<file path="config.mk">
export PLATFORM = sky130hd
export DESIGN_NAME = nios2os_st_fifo_arbiter
export DESIGN_NICKNAME = d
export VERILOG_FILES = /design/src/rtl/nios2os_st_fifo_arbiter_pkg.sv /design/src/rtl/nios2os_st_fifo_arbiter_rr_pick.sv /design/src/rtl/nios2os_st_fifo_arbiter.sv
export SDC_FILE = /design/constraint.sdc
export NUM_CORES = 1
export LEC_CHECK = 0
export ABC_AREA = 1
export BUFFER_PORTS_ARGS = -buffer_cell sky130_fd_sc_hd__buf_2
export CAP_MARGIN = 30
export CELL_PAD_IN_SITES_DETAIL_PLACEMENT = 0
export CELL_PAD_IN_SITES_GLOBAL_PLACEMENT = 2
export CORE_ASPECT_RATIO = 2
export CORE_MARGIN = 2
export CORE_UTILIZATION = 16
export DETAILED_ROUTE_END_ITERATION = 10
export PLACE_DENSITY = 0.92
export SYNTH_ARGS = -nofsm -noshare
export SYNTH_HDL_FRONTEND = slang
export SYNTH_SLANG_ARGS = --single-unit
export TNS_END_PERCENT = 5
</file>
<file path="constraint.sdc">
create_clock -name clk -period 2.8 [get_ports clk]
set_clock_uncertainty 0.1 [all_clocks]
set_input_delay 0.28 -clock clk [delete_from_list [all_inputs] [get_ports clk]]
set_output_delay 0.28 -clock clk [all_outputs]
set_load 0.01 [all_outputs]
</file>
<file path="src/rtl/nios2os_st_fifo_arbiter_pkg.sv">
// nios2os_st_arb_pkg: shared state encoding, beat layout and counter width for the FIFO arbiter
package nios2os_st_arb_pkg;

    typedef enum logic {
        IDLE = 1'b0,
        XFER = 1'b1
    } state_e;

    localparam int DEF_PAYLOAD_WIDTH = 40;
    localparam int SOP_BIT           = DEF_PAYLOAD_WIDTH + 1;
    localparam int EOP_BIT           = DEF_PAYLOAD_WIDTH;
    localparam int PKT_CNT_W         = 16;

endpackage

</file>
<file path="src/rtl/nios2os_st_fifo_arbiter_rr_pick.sv">
// nios2os_rr_pick: combinational round-robin search starting just after last_i, wrapping modulo NUM_IN
module nios2os_rr_pick #(
    parameter int NUM_IN = 4,
    parameter int LW     = $clog2(NUM_IN)
) (
    input  logic [NUM_IN-1:0] req_i,
    input  logic [LW-1:0]     last_i,
    output logic [NUM_IN-1:0] win_o,
    output logic              found_o
);

    logic [LW-1:0] k;

    // first requester encountered walking upward from last_i+1 wins
    always_comb begin
        win_o   = '0;
        found_o = 1'b0;
        k       = '0;
        for (int i = 1; i <= NUM_IN; i++) begin
            k = LW'((int'(last_i) + i) % NUM_IN);
            if (!found_o && req_i[k]) begin
                win_o[k] = 1'b1;
                found_o  = 1'b1;
            end
        end
    end

endmodule

</file>
<file path="src/rtl/nios2os_st_fifo_arbiter.sv">
// nios2os_st_fifo_arbiter: packet-granular round-robin arbiter in front of a shared Avalon-ST FIFO
// Optional fill-level gate on new grants: define NIOS2OS_ST_ARB_FILL_GATE_EN
module nios2os_st_fifo_arbiter
    import nios2os_st_arb_pkg::*;
#(
    parameter int NUM_IN        = 4,
    parameter int PAYLOAD_WIDTH = DEF_PAYLOAD_WIDTH,
    parameter int FILL_WIDTH    = 5,
    parameter int START_THRESH  = 12
) (
    input  logic                            clk,
    input  logic                            reset,
    input  logic [NUM_IN-1:0]               in_valid,
    output logic [NUM_IN-1:0]               in_ready,
    input  logic [NUM_IN*PAYLOAD_WIDTH-1:0] in_data,
    input  logic [NUM_IN-1:0]               in_sop,
    input  logic [NUM_IN-1:0]               in_eop,
    input  logic                            fifo_in_ready,
    output logic                            fifo_in_valid,
    output logic [PAYLOAD_WIDTH+1:0]        fifo_in_data,
    input  logic [FILL_WIDTH-1:0]           fifo_fill_level,
    output logic [NUM_IN-1:0]               grant,
    output logic                            busy,
    output logic [PKT_CNT_W-1:0]            pkt_count,
    output logic                            proto_err
);

    localparam int LW    = $clog2(NUM_IN);
    localparam int SOP_L = SOP_BIT + PAYLOAD_WIDTH - DEF_PAYLOAD_WIDTH;
    localparam int EOP_L = EOP_BIT + PAYLOAD_WIDTH - DEF_PAYLOAD_WIDTH;

    state_e                 state_q, state_d;
    logic [LW-1:0]          owner_q, owner_d, last_q, last_d, win_idx;
    logic [NUM_IN-1:0]      grant_q, grant_d, win;
    logic [PKT_CNT_W-1:0]   pkt_q, pkt_d;
    logic                   first_q, first_d, err_q, err_d;
    logic                   found, gate, acc;
    logic                   own_valid, own_sop, own_eop;
    logic [PAYLOAD_WIDTH-1:0] own_data;

`ifdef NIOS2OS_ST_ARB_FILL_GATE_EN
    assign gate = fifo_fill_level <= FILL_WIDTH'(START_THRESH);
`else
    logic unused_fill;
    assign gate        = 1'b1;
    assign unused_fill = ^fifo_fill_level;
`endif

    nios2os_rr_pick #(.NUM_IN(NUM_IN), .LW(LW)) u_pick (
        .req_i   (in_valid),
        .last_i  (last_q),
        .win_o   (win),
        .found_o (found)
    );

    // select the owner's beat and encode the one-hot winner as an index
    always_comb begin
        own_valid = 1'b0;
        own_sop   = 1'b0;
        own_eop   = 1'b0;
        own_data  = '0;
        win_idx   = '0;
        for (int i = 0; i < NUM_IN; i++) begin
            if (owner_q == LW'(i)) begin
                own_valid = in_valid[i];
                own_sop   = in_sop[i];
                own_eop   = in_eop[i];
                own_data  = in_data[i*PAYLOAD_WIDTH +: PAYLOAD_WIDTH];
            end
            if (win[i]) win_idx = LW'(i);
        end
    end

    assign acc = (state_q == XFER) && own_valid && fifo_in_ready;

    // state and bookkeeping registers
    always_ff @(posedge clk) begin
        if (reset) begin
            state_q <= IDLE;
            owner_q <= '0;
            last_q  <= LW'(NUM_IN - 1);
            grant_q <= '0;
            first_q <= 1'b0;
            err_q   <= 1'b0;
            pkt_q   <= '0;
        end else begin
            state_q <= state_d;
            owner_q <= owner_d;
            last_q  <= last_d;
            grant_q <= grant_d;
            first_q <= first_d;
            err_q   <= err_d;
            pkt_q   <= pkt_d;
        end
    end

    // grant in IDLE when the gate is open; release on an accepted eop beat
    always_comb begin
        state_d = state_q;
        owner_d = owner_q;
        last_d  = last_q;
        grant_d = grant_q;
        first_d = first_q;
        err_d   = err_q;
        pkt_d   = pkt_q;
        if (state_q == IDLE) begin
            if (found && gate) begin
                state_d = XFER;
                owner_d = win_idx;
                grant_d = win;
                first_d = 1'b1;
            end
        end else if (acc) begin
            first_d = 1'b0;
            if (own_sop != first_q) err_d = 1'b1;
            if (own_eop) begin
                state_d = IDLE;
                grant_d = '0;
                last_d  = owner_q;
                pkt_d   = pkt_q + PKT_CNT_W'(1);
            end
        end
    end

    // combinational pass-through of the owner's stream while a packet is in progress
    always_comb begin
        busy                             = state_q == XFER;
        fifo_in_valid                    = busy && own_valid;
        fifo_in_data[SOP_L]              = own_sop;
        fifo_in_data[EOP_L]              = own_eop;
        fifo_in_data[PAYLOAD_WIDTH-1:0]  = own_data;
        in_ready                         = (busy && fifo_in_ready) ? grant_q : '0;
        grant                            = grant_q;
        pkt_count                        = pkt_q;
        proto_err                        = err_q;
    end

endmodule
</file>
## After elaboration in Yosys (flattened, before gate mapping)

Index checks and enable logic that the tools add are counted.

- Magnitude comparators: 8
- Bitwise gates (word level): 4
- Reductions and logical operators: 20
- Add/sub/neg operators: 5
- Multiplexer cells: 55
- Equal/unequal tests: 6

Operators with widths:

| kind | count |
|---|---|
| 40-bit two-way mux | 4 |
| 4-bit two-way mux | 9 |
| 1-bit two-way mux | 32 |
| 16-bit by 1-bit adder with 16-bit output (second input constant) | 1 |
| 2-bit by 3-bit less-than comparator with 1-bit output (second input constant) | 4 |
| 4-bit bitwise OR | 3 |
| 1-bit logical AND | 10 |
| 3-bit AND reduction | 3 |
| 1-bit binary-select mux with 2-bit select | 4 |
| 1-bit demux with 2-bit select | 4 |
| 2-bit by 1-bit greater-or-equal comparator with 1-bit output (second input constant) | 4 |
| 2-bit by 1-bit adder with 2-bit output (second input constant) | 2 |
| 2-bit adder (second input constant) | 2 |
| 2-bit == test (second input constant) | 2 |
| 2-bit two-way mux | 2 |
| 2-bit by 1-bit != test with 1-bit output (second input constant) | 2 |
| 2-bit AND reduction | 2 |
| 1-bit zero test | 3 |
| 2-bit by 1-bit == test with 1-bit output (second input constant) | 1 |
| 2-bit zero test | 1 |
| 2-bit nonzero test | 1 |
| 1-bit != test | 1 |
| 1-bit NOT | 1 |

- Input port bits: 180
- Word-level logic and storage cells: 105
- Bits in registers: 27

## Longest topological paths before layout

Gate-level depths: netlist of run 1.

- Depth after elaboration: 16
- Mapped depth: 13

## Cells and area by module

A second synthesis of run 1 with hierarchy kept.

- Cell total of the unflattened synthesis: 529
- Area total of the unflattened synthesis: 2989.1 µm²

Modules (own cells, without submodules):

| module | area an instance (µm²) | times used | sequential area each (µm²) | cells an instance |
|---|---|---|---|---|
| nios2os_st_fifo_arbiter | 2537.4 | 1 | 540.5 | 449 |
| nios2os_rr_pick | 451.7 | 1 | 0.0 | 80 |

## Least setup slack after synthesis of run 1

OpenSTA, ideal clock, no wires.

- Path type: reg2reg
- Start point: register last_q[0]
- End point: register owner_q[0]
- Setup time: 0.065 ns
- Setup slack: 0.771 ns
- Cell stages (with the launch flop): 14
- Period minus slack after synthesis: 2.029 ns
- Arrival: 1.864 ns
- Data required time: 2.635 ns
- Cells stage by stage: dfxtp_1 inv_2 ha_1 inv_1 nand3_2 nand2_2 nand2_2 nor2_4 nand3_2 nand2_2 nand2_1 nand2_1 nor2_1 nor2_1

- Cells in the longest elaborated chain, start to end: 16
- Elaborated cells between the ends (all ways): 53
- Those cells by class: add/sub (4); order compare (8); mux (27); bitwise (3); reduce/logical (11)

RTL lines:

| item | RTL line | RTL |
|---|---|---|
| start, declared | nios2os_st_fifo_arbiter.sv:33 | `logic [LW-1:0] owner_q, owner_d, last_q, last_d, win_idx;` |
| start signal, assigned | nios2os_st_fifo_arbiter.sv:81 | `last_q <= LW'(NUM_IN - 1);` |
| start signal, assigned | nios2os_st_fifo_arbiter.sv:89 | `last_q <= last_d;` |
| branches (longest 16 deep; another with 2-bit by 3-bit less-than comparator with 1-bit output) | - |  |
| end signal, assigned | nios2os_st_fifo_arbiter.sv:88 | `owner_q <= owner_d;` |
| end, declared | nios2os_st_fifo_arbiter.sv:33 |  |

Several ways; the timed one is not identified. The select of a mux whose other input is x is not followed.
A chain may end at the register's enable or synchronous reset.

## Final worst setup path of run 1

- Start point: register last_q[0]
- End point: register grant_q[0] (netlist: grant[0])

- Cells in the longest elaborated chain, start to end: 15
- Elaborated cells between the ends (all ways): 53
- Those cells by class: add/sub (4); order compare (8); mux (26); bitwise (3); reduce/logical (12)

RTL lines:

| item | RTL line | RTL |
|---|---|---|
| branches (longest 15 deep; another with 2-bit by 3-bit less-than comparator with 1-bit output) | - |  |
| end signal, assigned | nios2os_st_fifo_arbiter.sv:90 | `grant_q <= grant_d;` |
| end, declared | nios2os_st_fifo_arbiter.sv:34 | `logic [NUM_IN-1:0] grant_q, grant_d, win;` |

Several ways; the timed one is not identified. The select of a mux whose other input is x is not followed.

==> results of run 1 <==
[how the worst max path moves through the flow]
stage | cells past startpoint | to | slack [ps] | startpoint
6_report | 11 | grant[0]$_SDFFE_PP0P_ | 430 | last_q[0]$_SDFFE_PP1P_
5_1_grt | 13 | owner_q[0]$_SDFFE_PP0P_ | 140 | last_q[0]$_SDFFE_PP1P_
4_1_cts | 11 | grant[0]$_SDFFE_PP0P_ | 420 | last_q[0]$_SDFFE_PP1P_
3_5_place_dp | 13 | owner_q[1]$_SDFFE_PP0P_ | 440 | last_q[0]$_SDFFE_PP1P_
3_3_place_gp | 11 | grant[0]$_SDFFE_PP0P_ | 430 | last_q[0]$_SDFFE_PP1P_
2_1_floorplan | 13 | owner_q[0]$_SDFFE_PP0P_ | 770 | last_q[0]$_SDFFE_PP1P_
[where the power goes]
part           switching [W]  internal, W
logic               0.000580     0.000363
clock network       0.000137     0.000194
registers          0.0000289     0.000405
total               0.000747     0.000963
[area by class of cell]
type / count / area [um^2] / share of cell area, %
multi-input cells: 418 / 1990 / 46.9
clock buffers: 3 / 75.1 / 1.77
flip-flops and latches: 27 / 541 / 12.8
well taps: 207 / 259 / 6.12
clock inverters: 1 / 7.51 / 0.177
inverters: 27 / 101 / 2.40
repair buffers: 249 / 1260 / 29.8
[kinds of logic after synthesis]
logic type	after synthesis	synth area share, %
DFF	27	19.8
buffers and inverters	50	7.75
adders and majority gates	9	4.13
AOI/OAI and AO/OA	33	6.33
and+or+nand+nor	365	58.4
xor gates and xnor gates	11	3.53
[cells in the final DEF (no fill, tap or decap), drive strengths merged, types with 5 or more instances in the layout]
| master | instances |
|---|---|
| a21oi | 25 |
| buf | 249 |
| dfxtp | 27 |
| ha | 9 |
| inv | 27 |
| nand2 | 246 |
| nand3 | 35 |
| nand4 | 46 |
| nor2 | 30 |
| nor3 | 5 |
| o21ai | 5 |
| xor2 | 8 |
[synthesized netlist by cell type]
cell type / count / area share (%)
o22ai_1: 1 / 0.23
dfxtp_1: 27 / 20
o21ai_1: 3 / 0.55
xor2_1: 8 / 2.6
nor2_4: 1 / 0.41
o21ai_0: 2 / 0.37
nor3_1: 5 / 0.92
o221ai_1: 1 / 0.32
or2_0: 1 / 0.23
nor4_1: 1 / 0.23
xnor2_1: 3 / 0.96
buf_4: 2 / 0.55
nand3_1: 32 / 5.9
inv_2: 6 / 0.83
clkbuf_1: 18 / 2.5
nor2_1: 27 / 3.7
nand2_2: 3 / 0.69
a21oi_1: 25 / 4.6
nand3b_1: 1 / 0.28
nand4_4: 1 / 0.78
nand4_1: 45 / 10
nand3_2: 3 / 1.1
inv_1: 21 / 2.9
nand2_1: 243 / 33
a21boi_0: 1 / 0.28
buf_6: 2 / 0.83
buf_2: 1 / 0.18
ha_1: 9 / 4.1
nor2_2: 2 / 0.46
[registers in the layout, summed over array words and instances (netlist names)]
name / cells
busy: 1
first_q: 1
grant: 4
last_q: 2
owner_q: 2
pkt_count: 16
proto_err: 1
[metal layers]
metal	vias to the layer above	wire length (um)	part of all wire, %	GRT usage, %
met3	18	667	5.2	1.60
met2	171	7300	57	27.7
met5	-	0	0	0
met4	0	371	2.9	4.50
met1	1788	4430	35	13.1
li1	2081	-	-	-
[worst min-delay path: stages]
cell	delay [ps]
buf_2	130
nand3_1	80
inv_1	70
nor3_1	50
[through the flow]
stage / cells / instance area, um^2
floorplan: 495 / 2730
global placement: 928 / 4150
detailed placement: 928 / 4150
CTS: 932 / 4230
global route: 932 / 4230
finish: 932 / 4230
==> qor.txt, run 1 <==
Yosys cell types: 29
CP peak stage delay: 540 ps
# diodes: 0
Final wirelength: 12.8 mm
Mapped Cells: 495
Ports: 249
CP most frequent cell: nand2_2
Netlist Area Pre-Place: 2730 um^2
WHS: 296 ps
Hold Path Depth: 4
Outcome: finished clean
DRC: 0
Crit path buffers/inverters: 2
Critical Path AT: 2460 ps
R2r worst-path depth: 11
Final hold violations: 0
Clock Path Buffers: 2
Avg Cell Area, Syn: 5.51 um^2
Reg2Reg Launch Point: last_q[0]$_SDFFE_PP1P_
Startpoint Class: flip-flop
Port bufs: 243
Final period util: 84.5%
P per Cell Area: 404 nW/um^2
Clock transition at path regs: 70 ps
Die Wd: 96.3 um
Clock Sinks: 27
Slew Viols, Final: 0
DIE HEIGHT: 189 um
RSZ-0062 raised after global routing: false
Worst hold start: fifo_in_ready
CTS tree: built
First-pass GRT wire length: 19.4 mm
Synthesized Nets: 684
Leak pwr: 2.13 nW
HP Class: input port to flip-flop
Clock buffer count from CTS: 3
CP Capture Type: flip-flop
Initial Util: 16.3%
CTS Root Cell: clkbuf_16
1st-iter DRT viols: 122
CP Class: flip-flop to flip-flop
CP top delay family: simple AND/OR/NAND/NOR gates
Yosys warning total: 0
Final core occ: 25.2%
CP max FO: 10
Initial antenna violation count: 0
Worst slack, placed: 435 ps
Routed vias/inst: 4.35
Worst vdd ir: 236 uV
Nets: 915
Layout cell share with drive strength beyond 1: 37.1%
Routability Congestion: 0.818
Largest net degree at the start of global routing: 42
Number of global-route vias before repair: 4014
Pwr Total: 0.00171 W
CTS resizes: 0
Hold buffers post-CTS: 0
Crit-path slowest cell: dfxtp_1
Worst EP required: 2900 ps
Gr usage total: 13.5%
Vias: 4058
Post-DR wirelength/cell: 13.7 um
Reg2Reg Setup Slack: 430 ps
Post-route setup slack: 434 ps
Crit Reg-Reg Endpoint: grant[0]$_SDFFE_PP0P_
FP Rows: 67
FMAX: 423 MHz
Fin crit period: 2370 ps
Worst-margin pin slew: 508 ps
Seq cells post-synth: 27
Synth-to-Final Area Change: 55.1%
Final setup TNS: 0 ps
Sequential-to-total area share from yosys stat: 19.8%
Fill count: 1995
GRT overflow: 0
Final Setup Violations: 0
CP Cell Sequence: inv_2 -> ha_1 -> inv_1 -> nand3_2 -> nand2_2 -> nand2_2 -> nor2_4 -> nand3_2 -> nand2_2 -> nand3_1 -> a21oi_1
Post-CTS Setup Bufs: 0
Htree depth: 1
DRT Pass-1 Iters: 6
Worst skew pair latency: 260 ps
Floorplan core area: 16800 um^2
Max Cap Viol: 0
Hpwl dp: 10.7 mm
Hold path endpoint: first_q$_SDFFE_PP0P_
Post-route ant nets: 0
Die area: 18200 um^2
Worst slew margin: 65.9%
(Power assumes the default switching activity.)
==> inputs of run 2 (changes only) <==
Clock period 2.8 ns to 2.3 ns, I/O delays scaled along.
==> run 2 against run 1 <==
Critical path depth shrank 4. Setup slack lost 200 ps. Non-clock buffer count grew 6. Combinational power grew 24%. Via count grew 1.0%. Clock power grew 23%. Power grew 23%. Clock-buffer cell count is the same. Global-route usage shrank 0.17 points. Cell count grew 0.64%. First-iteration DRC count grew 9.8%. Critical path type is now flip-flop to primary output. Largest cell class unchanged. Largest power group unchanged.
==> qor.txt, run 2 (synthesis gave the netlist of run 1 again) <==
CP Capture Type: primary output
Post-CTS Setup Bufs: 0
CP max FO: 23
Final hold violations: 0
CTS tree: built
Post-DR wirelength/cell: 13.5 um
Routed vias/inst: 4.37
Hold buffers post-CTS: 0
Most frequent cells in the layout: nand2_1 (243), buf_2 (243), nand4_1 (45), nand3_1 (32)
First-pass GRT wire length: 19.1 mm
Slew Viols, Final: 0
Ports: 249
RSZ-0062 raised after global routing: false
Worst vdd ir: 257 uV
Initial antenna violation count: 0
DRT Pass-1 Iters: 4
Max Cap Viol: 0
Post-route setup slack: 234 ps
Final period util: 89.8%
CTS resizes: 0
Largest net degree at the start of global routing: 42
Gr usage total: 13.4%
Leak pwr: 2.16 nW
Clock Sinks: 27
Hpwl dp: 10.7 mm
Number of global-route vias before repair: 3966
P per Cell Area: 491 nW/um^2
WHS: 254 ps
FMAX: 484 MHz
Vias: 4100
Startpoint Class: flip-flop
Critical Path AT: 1740 ps
Initial Util: 16.3%
Port bufs: 243
Die Wd: 96.3 um
Fin crit period: 2070 ps
Final core occ: 25.6%
Worst-margin pin slew: 488 ps
Synth-to-Final Area Change: 57.2%
HP Class: input port to flip-flop
CTS Root Cell: clkbuf_16
Worst skew pair latency: 260 ps
Clock Path Buffers: 2
Htree depth: 1
Layout cell share with drive strength beyond 1: 37.6%
Floorplan core area: 16800 um^2
Final Setup Violations: 0
Max reg flops: 16
Clock transition at path regs: 70 ps
Worst EP required: 1970 ps
Final setup TNS: 0 ps
Worst slew margin: 67.2%
Post-route ant nets: 0
Final wirelength: 12.7 mm
Clock buffer count from CTS: 3
Routability Congestion: 0.849
Nets: 921
DRC: 0
Die area: 18200 um^2
CP Class: flip-flop to primary output
DIE HEIGHT: 189 um
Placed Cells: 934
Post-route insts no fill: 938
FP Rows: 67
Worst slack, placed: 301 ps
1st-iter DRT viols: 134
Outcome: finished clean
# diodes: 0
GRT overflow: 0
==> run 2: changes by cell type in the layout (fill, tap and decap cells not counted) <==
cell    before  now
buf_12       0    1
buf_4        6   11
==> run 2: per-stage QoR <==
stage | total power (W) | cell area [um^2]
after floorplan | 0.00117 | 2730
after global placement | 0.00173 | 4210
after detailed placement | 0.00172 | 4210
after CTS | 0.00214 | 4290
after global routing | 0.00228 | 4290
final | 0.00210 | 4290
==> run 2: routing by layer <==
metal,share of wire (%),wire length [um],GRT usage [%],vias to the layer above
met3,5.9,754,1.92,20
met5,0,0,0,-
met2,58,7340,27.1,179
li1,-,-,-,2094
met1,33,4200,12.9,1807
met4,3.2,411,4.60,0
==> run 2: worst max-delay path, cell delays in order, from the launching register on <==
cell and delay, ps:
dfxtp_1 470, inv_2 120, nand2_1 130, inv_2 60, buf_4 210, nand2_1 140
nand4_1 150, buf_2 180
==> run 2: final timing paths <==
check | slack, ps | endpoint | depth (start not counted) | from
hold reg to reg | 380 | proto_err$_SDFFE_PP0P_ | 2 | proto_err$_SDFFE_PP0P_
setup reg to reg | 300 | grant[0]$_SDFFE_PP0P_ | 11 | last_q[0]$_SDFFE_PP1P_
setup / recovery | 230 | fifo_in_data[15] | 7 | owner_q[0]$_SDFFE_PP0P_
hold / removal | 250 | first_q$_SDFFE_PP0P_ | 4 | fifo_in_ready
==> run 2: where the power goes <==
| group | leakage [nW] | internal (W) | total [W] | switching, W |
|---|---|---|---|---|
| Sequential | 0.219 | 0.000493 | 0.000523 | 0.0000295 |
| Combinational | 1.90 | 0.000460 | 0.00117 | 0.000712 |
| Clock | 0.0371 | 0.000237 | 0.000409 | 0.000173 |
| Total | 2.16 | 0.00119 | 0.00210 | 0.000914 |
==> run 2: layout make-up <==
class / instances / area (um^2)
Fill cell: 1990 / 12500
Multi-Input combinational cell: 418 / 1990
Timing Repair Buffer: 255 / 1320
Sequential cell: 27 / 541
Tap cell: 207 / 259
Inverter: 27 / 101
Clock buffer: 3 / 75.1
Clock inverter: 1 / 7.51
==> inputs of run 3 (changes only) <==
Settings changed: CORE_ASPECT_RATIO 2 to 0.8.
==> run 3 against run 2 <==
Largest cell class unchanged. Critical path depth did not move. Power rose by 0.55%. Final area rose by 0.38%. Global-route usage increased by 0.056 points. Clock power increased by 3%. Hold slack better by 13 ps. First-iteration DRC count up 14%. Critical endpoint is now fifo_in_data[37]. Core utilization rose by 0.34 points.
==> qor.txt, run 3 (synthesis gave the netlist of run 1 again) <==
Max Cap Viol: 0
Layout cell share with drive strength beyond 1: 37.7%
Die Wd: 150 um
Int Power: 0.00120 W
Htree depth: 1
DRC: 0
Fin crit period: 2080 ps
CP top delay family: buffers and inverters
Switching pwr: 0.000919 W
Final wirelength: 12.6 mm
DIE HEIGHT: 121 um
RSZ-0062 raised after global routing: false
Slew Viols, Final: 0
HP Class: input port to flip-flop
Floorplan core area: 16600 um^2
1st-iter DRT viols: 153
Clock Path Buffers: 2
Initial Util: 16.4%
Vias: 4026
CP peak stage delay: 390 ps
Leak pwr: 2.17 nW
CP max FO: 36
Sequential share of power: 24.7%
Post-DR wirelength/cell: 13.2 um
Hpwl dp: 10.2 mm
Gate power share: 55.4%
Worst slew margin: 69.3%
FP Rows: 42
Crit path buffers/inverters: 4
Final period util: 90.5%
Post-route ant nets: 0
CP Cell Sequence: inv_2 -> nand2_1 -> inv_2 -> buf_6 -> nand2_1 -> nand4_1 -> buf_2
Gr usage total: 13.4%
Fill count: 1944
Worst EP required: 1970 ps
Post-CTS Setup Bufs: 0
P per Cell Area: 491 nW/um^2
Clock power share: 19.8%
Clock buffer count from CTS: 3
Die area: 18100 um^2
Nets: 922
Final hold violations: 0
Switching Share: 43.4%
FMAX: 481 MHz
Port bufs: 243
Critical Path AT: 1750 ps
Startpoint Class: flip-flop
Worst vdd ir: 273 uV
CP Class: flip-flop to primary output
First-pass GRT wire length: 19.7 mm
Post-route insts no fill: 952
# diodes: 0
Clock Sinks: 27
Largest net degree at the start of global routing: 37
Number of global-route vias before repair: 3929
DRT Pass-1 Iters: 4
Placed Cells: 948
CTS tree: built
Crit-path slowest cell: dfxtp_1
Routability Congestion: 0.795
Synth-to-Final Area Change: 57.8%
Ports: 249
Max reg flops: 16
CTS Root Cell: clkbuf_16
Most frequent cells in the layout: nand2_1 (243), buf_2 (243), nand4_1 (45), nand3_1 (32)
Initial antenna violation count: 0
Outcome: finished clean
Final setup TNS: 0 ps
WHS: 267 ps
CP Capture Type: primary output
Routed vias/inst: 4.23
Clock transition at path regs: 70 ps
Worst-margin pin slew: 457 ps
Worst skew pair latency: 270 ps
GRT overflow: 0
Final Setup Violations: 0
## run 3: cell types whose count changed in the layout (fill, tap and decap cells not counted), sizes merged
cell	previous run	this run
clkinvlp	1	0
inv	27	28
buf	255	256
## run 3: power by group through the flow
stage	sequential (W)	clock [W]	combinational, W
floorplan	0.000535	0	0.000639
global placement	0.000533	0	0.00119
detailed placement	0.000534	0	0.00118
CTS	0.000523	0.000435	0.00119
global route	0.000528	0.000449	0.00131
finish	0.000523	0.000420	0.00117
## run 3: worst min-delay path, stage by stage
cell     delay [ps]
buf_2           150
nand3_1          90
inv_1            80
nor3_1           50
## run 3: routing by layer
metal,up-vias,GRT usage [%],wire length [um]
met5,-,0,0
met4,0,2.24,81
met3,7,1.77,746
met2,145,24.2,6100
met1,1782,17.3,5670
li1,2092,-,-
## run 3: per-stage QoR
| stage | area, um^2 | total power, W | util, % | setup slack (ps) |
|---|---|---|---|---|
| global placement | 4220 | 0.00172 | 25.4 | 321 |
| global route | 4300 | 0.00229 | 25.9 | 67.7 |
| floorplan | 2730 | 0.00117 | - | 271 |
| detailed placement | 4220 | 0.00172 | 25.4 | 309 |
| CTS | 4300 | 0.00215 | 25.9 | 75.9 |
| finish | 4300 | 0.00212 | 25.9 | 219 |
## run 3: area by class of cell
cell class | instances | area [um^2] | share of cell area [%]
Clock buffer | 3 | 75.1 | 1.74
Inverter | 27 | 101 | 2.35
Clock inverter | 1 | 8.76 | 0.203
Sequential cell | 27 | 541 | 12.6
Timing Repair Buffer | 256 | 1320 | 30.6
Multi-Input combinational cell | 418 | 1990 | 46.1
Tap cell | 220 | 275 | 6.40
## run 3: timing repair
action / in CTS / in global routing
setup endpoints to repair: 0 / 2
resized for setup: 0 / 1
hold buffers: 0 / 0
## run 3: final timing paths
kind                                 from  cells past startpoint                       to  slack [ps]
setup / recovery  owner_q[0]$_SDFFE_PP0P_                      7         fifo_in_data[37]         220
hold / removal              fifo_in_ready                      4     first_q$_SDFFE_PP0P_         270
setup reg to reg   last_q[0]$_SDFFE_PP1P_                     13  owner_q[0]$_SDFFE_PP0P_         270
hold reg to reg     grant[1]$_SDFFE_PP0P_                      2    grant[1]$_SDFFE_PP0P_         400
